File: src/rtl/muldiv_pkg.sv
// Shared encodings for the iterative multiply/divide unit and the ID decoder.
package muldiv_pkg;

    typedef enum logic [1:0] {
        OP_MULT  = 2'd0,
        OP_MULTU = 2'd1,
        OP_DIV   = 2'd2,
        OP_DIVU  = 2'd3
    } op_e;

    typedef enum logic [1:0] {
        S_IDLE = 2'd0,
        S_RUN  = 2'd1,
        S_FIX  = 2'd2
    } state_e;

    // SPECIAL-opcode funct field values decoded in ID
    localparam logic [5:0] FN_MFHI  = 6'h10;
    localparam logic [5:0] FN_MTHI  = 6'h11;
    localparam logic [5:0] FN_MFLO  = 6'h12;
    localparam logic [5:0] FN_MTLO  = 6'h13;
    localparam logic [5:0] FN_MULT  = 6'h18;
    localparam logic [5:0] FN_MULTU = 6'h19;
    localparam logic [5:0] FN_DIV   = 6'h1A;
    localparam logic [5:0] FN_DIVU  = 6'h1B;

endpackage

File: src/rtl/muldiv_abs.sv
// Conditional two's-complement negate; purely combinational, no flow control.
module muldiv_abs #(
    parameter int WIDTH = 32
) (
    input  logic [WIDTH-1:0] val_i,
    input  logic             neg_i,
    output logic [WIDTH-1:0] val_o
);

    assign val_o = neg_i ? (~val_i + {{(WIDTH-1){1'b0}}, 1'b1}) : val_i;

endmodule

File: src/rtl/muldiv_unit.sv
// Radix-2 multiply/divide owning HI/LO; result WIDTH+1 edges after start.
// No backpressure: start while busy is ignored, so the pipeline must stall on busy_o.
module muldiv_unit
    import muldiv_pkg::*;
#(
    parameter int WIDTH = 32
) (
    input  logic             clk_i,
    input  logic             rst_i,
    input  logic             start_i,
    input  logic [1:0]       op_i,
    input  logic [WIDTH-1:0] src_a_i,
    input  logic [WIDTH-1:0] src_b_i,
    input  logic             kill_i,
    input  logic             wr_hi_i,
    input  logic             wr_lo_i,
    input  logic [WIDTH-1:0] wr_data_i,
    output logic             busy_o,
    output logic             done_o,
    output logic [WIDTH-1:0] hi_o,
    output logic [WIDTH-1:0] lo_o
);

    localparam int CW = $clog2(WIDTH);

    state_e             state_q, state_d;
    logic [CW-1:0]      cnt_q, cnt_d;
    logic               is_div_q, is_div_d;
    logic               neg_res_q, neg_res_d;
    logic               neg_rem_q, neg_rem_d;
    logic [WIDTH-1:0]   opa_q, opa_d;
    logic [2*WIDTH-1:0] acc_q, acc_d;
    logic [WIDTH-1:0]   rem_q, rem_d;
    logic [WIDTH-1:0]   hi_q, hi_d;
    logic [WIDTH-1:0]   lo_q, lo_d;
    logic               done_q, done_d;

    logic               signed_op, start_div, sa, sb;
    logic [WIDTH-1:0]   a_abs, b_abs;
    logic [WIDTH:0]     mul_sum;
    logic [WIDTH:0]     div_shift;
    logic               div_ge;
    logic [WIDTH-1:0]   div_diff;
    logic [2*WIDTH-1:0] prod_fix;
    logic [WIDTH-1:0]   quo_fix, rem_fix;

    assign signed_op = (op_i == OP_MULT) || (op_i == OP_DIV);
    assign start_div = (op_i == OP_DIV) || (op_i == OP_DIVU);
    assign sa        = signed_op & src_a_i[WIDTH-1];
    assign sb        = signed_op & src_b_i[WIDTH-1];

    muldiv_abs #(.WIDTH(WIDTH)) u_abs_a (.val_i(src_a_i), .neg_i(sa), .val_o(a_abs));
    muldiv_abs #(.WIDTH(WIDTH)) u_abs_b (.val_i(src_b_i), .neg_i(sb), .val_o(b_abs));

    // Multiply: acc holds {partial product, remaining multiplier bits}
    assign mul_sum = {1'b0, acc_q[2*WIDTH-1:WIDTH]}
                   + (acc_q[0] ? {1'b0, opa_q} : {(WIDTH+1){1'b0}});

    // Divide: acc low half holds dividend bits shifting out and quotient bits shifting in
    assign div_shift = {rem_q, acc_q[WIDTH-1]};
    assign div_ge    = div_shift >= {1'b0, opa_q};
    assign div_diff  = div_shift[WIDTH-1:0] - opa_q;

    muldiv_abs #(.WIDTH(2*WIDTH)) u_fix_prod (.val_i(acc_q), .neg_i(neg_res_q), .val_o(prod_fix));
    muldiv_abs #(.WIDTH(WIDTH)) u_fix_quo (.val_i(acc_q[WIDTH-1:0]), .neg_i(neg_res_q), .val_o(quo_fix));
    muldiv_abs #(.WIDTH(WIDTH)) u_fix_rem (.val_i(rem_q), .neg_i(neg_rem_q), .val_o(rem_fix));

    always_comb begin
        state_d   = state_q;
        cnt_d     = cnt_q;
        is_div_d  = is_div_q;
        neg_res_d = neg_res_q;
        neg_rem_d = neg_rem_q;
        opa_d     = opa_q;
        acc_d     = acc_q;
        rem_d     = rem_q;
        hi_d      = hi_q;
        lo_d      = lo_q;
        done_d    = 1'b0;

        case (state_q)
            S_IDLE: begin
                if (start_i && !kill_i) begin
                    state_d   = S_RUN;
                    cnt_d     = CW'(WIDTH - 1);
                    is_div_d  = start_div;
                    opa_d     = start_div ? b_abs : a_abs;
                    acc_d     = {{WIDTH{1'b0}}, (start_div ? a_abs : b_abs)};
                    rem_d     = '0;
                    // Divide-by-zero keeps an all-ones quotient regardless of dividend sign
                    neg_res_d = (sa ^ sb) & ~(start_div && (src_b_i == '0));
                    neg_rem_d = sa;
                end else if (!start_i && !kill_i) begin
                    if (wr_hi_i) hi_d = wr_data_i;
                    if (wr_lo_i) lo_d = wr_data_i;
                end
            end
            S_RUN: begin
                if (kill_i) begin
                    state_d = S_IDLE;
                end else begin
                    if (is_div_q) begin
                        acc_d = {acc_q[2*WIDTH-1:WIDTH], acc_q[WIDTH-2:0], div_ge};
                        rem_d = div_ge ? div_diff : div_shift[WIDTH-1:0];
                    end else begin
                        acc_d = {mul_sum, acc_q[WIDTH-1:1]};
                    end
                    if (cnt_q == '0) state_d = S_FIX;
                    else             cnt_d   = cnt_q - 1'b1;
                end
            end
            S_FIX: begin
                state_d = S_IDLE;
                if (!kill_i) begin
                    done_d = 1'b1;
                    if (is_div_q) begin
                        hi_d = rem_fix;
                        lo_d = quo_fix;
                    end else begin
                        hi_d = prod_fix[2*WIDTH-1:WIDTH];
                        lo_d = prod_fix[WIDTH-1:0];
                    end
                end
            end
            default: state_d = S_IDLE;
        endcase
    end

    always_ff @(posedge clk_i or negedge rst_i) begin
        if (!rst_i) begin
            state_q   <= S_IDLE;
            cnt_q     <= '0;
            is_div_q  <= 1'b0;
            neg_res_q <= 1'b0;
            neg_rem_q <= 1'b0;
            opa_q     <= '0;
            acc_q     <= '0;
            rem_q     <= '0;
            hi_q      <= '0;
            lo_q      <= '0;
            done_q    <= 1'b0;
        end else begin
            state_q   <= state_d;
            cnt_q     <= cnt_d;
            is_div_q  <= is_div_d;
            neg_res_q <= neg_res_d;
            neg_rem_q <= neg_rem_d;
            opa_q     <= opa_d;
            acc_q     <= acc_d;
            rem_q     <= rem_d;
            hi_q      <= hi_d;
            lo_q      <= lo_d;
            done_q    <= done_d;
        end
    end

    assign busy_o = (state_q != S_IDLE);
    assign done_o = done_q;
    assign hi_o   = hi_q;
    assign lo_o   = lo_q;

endmodule

File: config.mk
export PLATFORM = sky130hd
export DESIGN_NAME = muldiv_unit
export DESIGN_NICKNAME = d
export VERILOG_FILES = /design/src/rtl/muldiv_pkg.sv /design/src/rtl/muldiv_abs.sv /design/src/rtl/muldiv_unit.sv
export SDC_FILE = /design/constraint.sdc
export NUM_CORES = 1
export LEC_CHECK = 0
export BUFFER_PORTS_ARGS = -buffer_cell sky130_fd_sc_hd__buf_2
export CORE_MARGIN = 3
export CORE_UTILIZATION = 60
export DETAILED_ROUTE_END_ITERATION = 6
export GPL_TIMING_DRIVEN = 0
export PLACE_DENSITY = 0.82
export REMOVE_ABC_BUFFERS = 1
export SLEW_MARGIN = 30
export SYNTH_ARGS = -nofsm -noshare
export SYNTH_HDL_FRONTEND = slang
export SYNTH_SLANG_ARGS = --single-unit
File: constraint.sdc
create_clock -name clk_i -period 4.4 [get_ports clk_i]
set_input_delay 0.66 -clock clk_i [delete_from_list [all_inputs] [get_ports clk_i]]
set_output_delay 0.66 -clock clk_i [all_outputs]
set_load 0.02 [all_outputs]
# After elaboration in Yosys (flattened, before gate mapping)
# Cells that the tools add are included.
# op_classes
n_lt_le_gt_ge,1
div_mod_pow,0
eq_ne,15
multipliers,0
shift,0
mux,39
n_reduce_logical,22
addsub,8
bitwise_logic,10
# op_table
operator,count
$mux W32,21
$mux W64,4
$pmux W32 S2,3
$add A32 B1 Y32 const B,4
$not A32 Y32,4
$pmux W64 S2,1
$add A64 B1 Y64 const B,1
$not A64 Y64,1
$add A32 B32 Y33,1
$ge A33 B32 Y1,1
$logic_not A32 Y1,1
$sub A32 B32 Y32,1
$ne A2 B2 Y1 const B,10
$mux W5,3
$reduce_and A4 Y1,3
$pmux W5 S2,1
$reduce_and A5 Y1,2
$eq A2 B2 Y1 const B,3
$mux W2,3
$reduce_bool A2 Y1,3
$logic_not A5 Y1,1
$sub A5 B1 Y5 const B,1
$logic_not A2 Y1,2
$pmux W2 S2,1
11 further kinds,19
# word_totals
rom_bits,0
n_memories,0
ramBits,0
regBits,203
output_inout_bits,66
latchBits,0

# Depth between registers and ports, before layout
# logic_depth
word_depth,7
ltp_mapped,14
mapped_depth_nobuf,13

# By module
# A second synthesis with hierarchy kept.
# unflattened
cells_unflattened,2132
hier_area_um2,18433.9
# modules_own_cells
mod,area_each_um2,cells_per_inst,instances,seq_area_each_um2
muldiv_unit,13795.7,1539,1,5079.9
muldiv_abs at u_abs_a ...,777.0,99,4,0.0
muldiv_abs at u_fix_prod,1530.2,197,1,0.0

# Worst setup path after synthesis
# No wires, ideal clock.
# synth_timing
path_kind,reg-to-reg
startpoint,register acc_q[22]
endpoint,"register hi_q[29], in the netlist hi_o[29]"
t_arrival_ns,3.161
required_ns,4.296
path_stages_with_launch,10
period_less_slack_ns,3.264
path_slack_ns,1.136
cell_sequence,dfrtp_1 > or4_4 > or4_1 > or4_1 > buf_2 > or3_4 > buf_6 > o31ai_1 > xor2_1 > a221oi_1
# synth_between
elab_chain_len,6
# synth_lines
item,line_no,text
"start, declared",muldiv_unit.sv:32,"logic [2*WIDTH-1:0] acc_q, acc_d;"
"start signal, assigned",muldiv_unit.sv:137,acc_q <= '0;
"start signal, assigned",muldiv_unit.sv:149,acc_q <= acc_d;
$not A64 Y64,muldiv_abs.sv:10,"assign val_o = neg_i ? (~val_i + {{(WIDTH-1){1'b0}}, 1'b1}) : val_i;"
$add A64 B1 Y64,muldiv_abs.sv:10,
$mux W64,muldiv_abs.sv:10,
$mux W32,muldiv_unit.sv:116,if (is_div_q) begin
$mux W32,muldiv_unit.sv:114,if (!kill_i) begin
$pmux W32 S2,muldiv_unit.sv:81,case (state_q)
"end signal, assigned",muldiv_unit.sv:151,hi_q <= hi_d;
"end, declared",muldiv_unit.sv:34,"logic [WIDTH-1:0] hi_q, hi_d;"
# No other way between the ends. The select of a mux whose other input is x is not followed.
# A chain may end at the register's enable or synchronous reset.

# Final worst setup path
# layout_timing
startpoint,register rem_q[0]
endpoint,register rem_q[23]
# layout_between
elab_chain_len,5
word_cells_on_any_way,6
cone_classes,1 x add/sub; 1 x order compare; 4 x mux
# layout_lines
item,line_no,text
"start, declared",muldiv_unit.sv:33,"logic [WIDTH-1:0] rem_q, rem_d;"
"start signal, assigned",muldiv_unit.sv:150,rem_q <= rem_d;
$sub A32 B32 Y32 / $ge A33 B32 Y1 (equally long branches),"muldiv_unit.sv:62, muldiv_unit.sv:61",
$mux W32 (*),muldiv_unit.sv:104,rem_d = div_ge ? div_diff : div_shift[WIDTH-1:0];
$mux W32 (*),muldiv_unit.sv:102,if (is_div_q) begin
$mux W32 (*),muldiv_unit.sv:99,if (kill_i) begin
$pmux W32 S2 (*),muldiv_unit.sv:81,
# Every way passes the cells marked *; elsewhere a longest branch is shown, timed or not. The select of a mux whose other input is x is not followed.

==> flow_summary.json <==
{
  "status": "finished clean",
  "die_area_mm2": 0.0300,
  "ir_drop_v": 0.000293,
  "setup_viol": 0,
  "grt_use_total_pct": 36.4,
  "synth_top_area_share_pct": 30.3,
  "ant_nets": 0,
  "pwr-share-comb_pct": 37.3,
  "worstSetupStartpointType": "flop",
  "arrival_ns": 4.47,
  "p_seq_share_pct": 34.1,
  "hold_path_class": "input port to async pin",
  "vias": 17126,
  "final.min_clock_period_ns": 4.07,
  "fp.coreArea_mm2": 0.0272,
  "tightest_slew_ns": 0.983,
  "maxCapViolCount": 0,
  "syn-cell-area_mm2": 0.0167,
  "grt_max_degree": 95,
  "placed_area_mm2": 0.0180,
  "first_pass_iters": 6,
  "grt_pass1_wl_mm": 88.6,
  "fillers": 2266,
  "start_util_pct": 61.6,
  "finalCritPeriodShare_pct": 92.5,
  "clock-sinks": 203,
  "p_sw_share_pct": 40.4,
  "io_buffers": 169,
  "required_ns": 4.80,
  "maxSlewHeadroom_pct": 34.4,
  "finalNetCount": 2401,
  "hold_viol_final": 0,
  "power_frac_clock_pct": 28.6,
  "cts_tree": "done",
  "power_density_mw_per_mm2": 412,
  "synth_edf_count": 0,
  "wl_per_cell_um": 21.6,
  "hold_buffers": 0,
  "multiInputGateArea_mm2": 0.0110,
  "clock.fmax_ghz": 0.246,
  "drc": 0,
  "seq_area_frac_synth_pct": 30.3,
  "clock-root-buffer": "clkbuf_16",
  "synthCells": 2154,
  "slew_violations": 0,
  "synth_cell_type_count": 73,
  "wirelength_mm": 56.5,
  "dieWidth_um": 173,
  "h-tree-depth": 1,
  "final_area_mm2": 0.0189,
  "syn_avg_cell_area_um2": 7.78,
  "async_flop_share_pct": 100,
  "viasPerCell": 6.55,
  "cts_made_buffers": 24,
  "area_delta_synth_final_pct": 12.6,
  "worstSetupPathType": "flop to flop",
  "ys_warn_count": 0,
  "post-cts-setup-buffers": 0,
  "dp.cells": 2571,
  "intPower_uw": 4630,
  "dp_hpwl_mm": 43.4,
  "fp-row-count": 60,
  "drtIter0Drc": 1971,
  "synth_seq_cells": 203,
  "worstPathMaxFanout": 19,
  "synth_top_cell_by_area": "dfrtp_1",
  "clk_path_buf_depth": 3,
  "regArea_mm2": 0.00508,
  "worst_setup_path_end_kind": "flop",
  "synthFlopType": "dfrtp_1",
  "power.leakage_uw": 0.00829,
  "dpl_worst_slack_ns": 0.295,
  "drive_gt1_share_pct": 12.0,
  "ios": 170,
  "grt_overflow": 0,
  "clk_pin_slew_ns": 0.07,
  "switchingPower_uw": 3140,
  "synth.area.top_cells": "dfrtp_1 (30%), o21ai_0 (7.2%), nand2_1 (5.8%)",
  "cts_resized": 0,
  "grt_pass1_vias": 15537,
  "finalWorstSetupSlack_ns": 0.330,
  "fin_skew_ns": 0.0118,
  "die_h_um": 173,
  "gp_congestion": 0.966,
  "clock_insertion_delay_worst_skew_ns": 0.54,
  "grt_antenna_before_repair": 2,
  "rsz0062_at_grt": "no",
  "layoutNonFillerInstCount": 2616
}
[synth_stat cells (10+ instances only)]
cell type and number:
nand4_1 15, and3_1 15, dfrtp_1 203, or4_1 19, a31oi_1 22, nor2b_1 20
xor2_1 101, o311ai_0 14, clkbuf_1 122, buf_1 10, mux2i_1 54, o41ai_1 20
a21o_1 24, or2_2 10, o21ai_0 241, ha_1 70, and2_1 13, a221oi_1 11
a32oi_1 11, o22a_1 13, nor4_1 24, o211ai_1 11, a211oi_1 23, nand2b_1 25
xnor2_1 94, nand2_1 260, nor2_1 189, a21oi_1 179, nand3_1 47, o31ai_1 49
nor3_1 42, or3_1 24, inv_1 67, o21a_1 14
[through the flow]
stage	setup TNS (ns)	power (uW)	utilization [%]	hold slack (ns)
2_1_floorplan	-11.35	4490	-	0.364
3_5_place_dp	0	5490	66.1	0.462
5_1_grt	0	8170	69.4	0.0880
3_3_place_gp	-236.59	5390	64.5	0.455
4_1_cts	0	7700	69.3	0.0591
6_report	0	7770	69.4	0.0387
[path summary, 6_finish.rpt]
path / to / start / slack (ns) / cells past startpoint
max reg2reg: rem_q[23]$_DFFE_PN0P_ / rem_q[0]$_DFFE_PN0P_ / 0.33 / 11
max: rem_q[23]$_DFFE_PN0P_ / rem_q[0]$_DFFE_PN0P_ / 0.33 / 11
min in group clk_i: neg_res_q$_DFFE_PN0P_ / op_i[0] / 0.41 / 2
min reg2reg: lo_o[29]$_DFFE_PN0P_ / lo_o[29]$_DFFE_PN0P_ / 0.47 / 2
min: acc_q[55]$_DFFE_PN0P_ / rst_i / 0.04 / 1
max in group asynchronous: acc_q[14]$_DFFE_PN0P_ / rst_i / 3.30 / 3
[cell families after synthesis]
logic type	after synthesis	share of synthesized area, %
simple gates	718	19.8
compound gates	699	25.8
fa+ha+maj	72	5.47
mux	60	3.63
xor+xnor	195	10.2
buf+inv	207	4.76
flops	203	30.3
[routing by layer]
layer	GRT usage [%]	wire, um	vias to the layer above
met5	0	13	-
met4	12.9	2200	2
met3	5.09	5080	111
met2	53.8	24000	901
met1	54.6	25200	8187
li1	-	-	7925
[power groups by stage]
| stage | clock network [uW] | registers [uW] | logic [uW] |
|---|---|---|---|
| after global placement | 0 | 2680 | 2710 |
| after detailed placement | 0 | 2660 | 2830 |
| after floorplan | 0 | 2680 | 1810 |
| final | 2220 | 2650 | 2900 |
| after CTS | 2220 | 2630 | 2850 |
| after global routing | 2310 | 2690 | 3180 |
[cell usage in the layout, fill, tap and decap left out, types with 47 or more instances in the layout]
cell and instances:
xor2_1 101, a21oi_1 179, nand3_1 47, o31ai_1 49, ha_1 70, buf_2 167
nand2_1 258, nor2_1 187, o21ai_0 241, dfrtp_1 201, mux2i_1 54, inv_1 66
xnor2_1 94
[registers in the layout, summed over array words and instances (netlist names)]
register,flops
neg_rem_q,1
lo_o,32
neg_res_q,1
cnt_q,5
rem_q,32
done_o,1
opa_q,32
state_q,2
is_div_q,1
acc_q,64
hi_o,32
[critical path, stage by stage, from the launching register on]
cell and delay, ns:
dfrtp_1 0.67, ha_1 0.35, nor2b_1 0.14, o2111ai_1 0.29
nand4b_1 0.15, a21oi_1 0.38, a221oi_1 0.21, a211o_1 0.43
a41oi_4 0.68, buf_16 0.23, nand2b_1 0.26, o21ai_0 0.13
[cell type report]
cell class / instances / area share [%]
diodes: 1 / 0.0133
flip-flops and latches: 203 / 27.0
repair buffers: 182 / 6.21
clock inverters: 15 / 1.21
clock buffers: 29 / 3.44
multi-input cells: 1744 / 58.3
well taps: 372 / 2.47
inverters: 70 / 1.39
No activity file was read; power rests on OpenSTA's default activity.
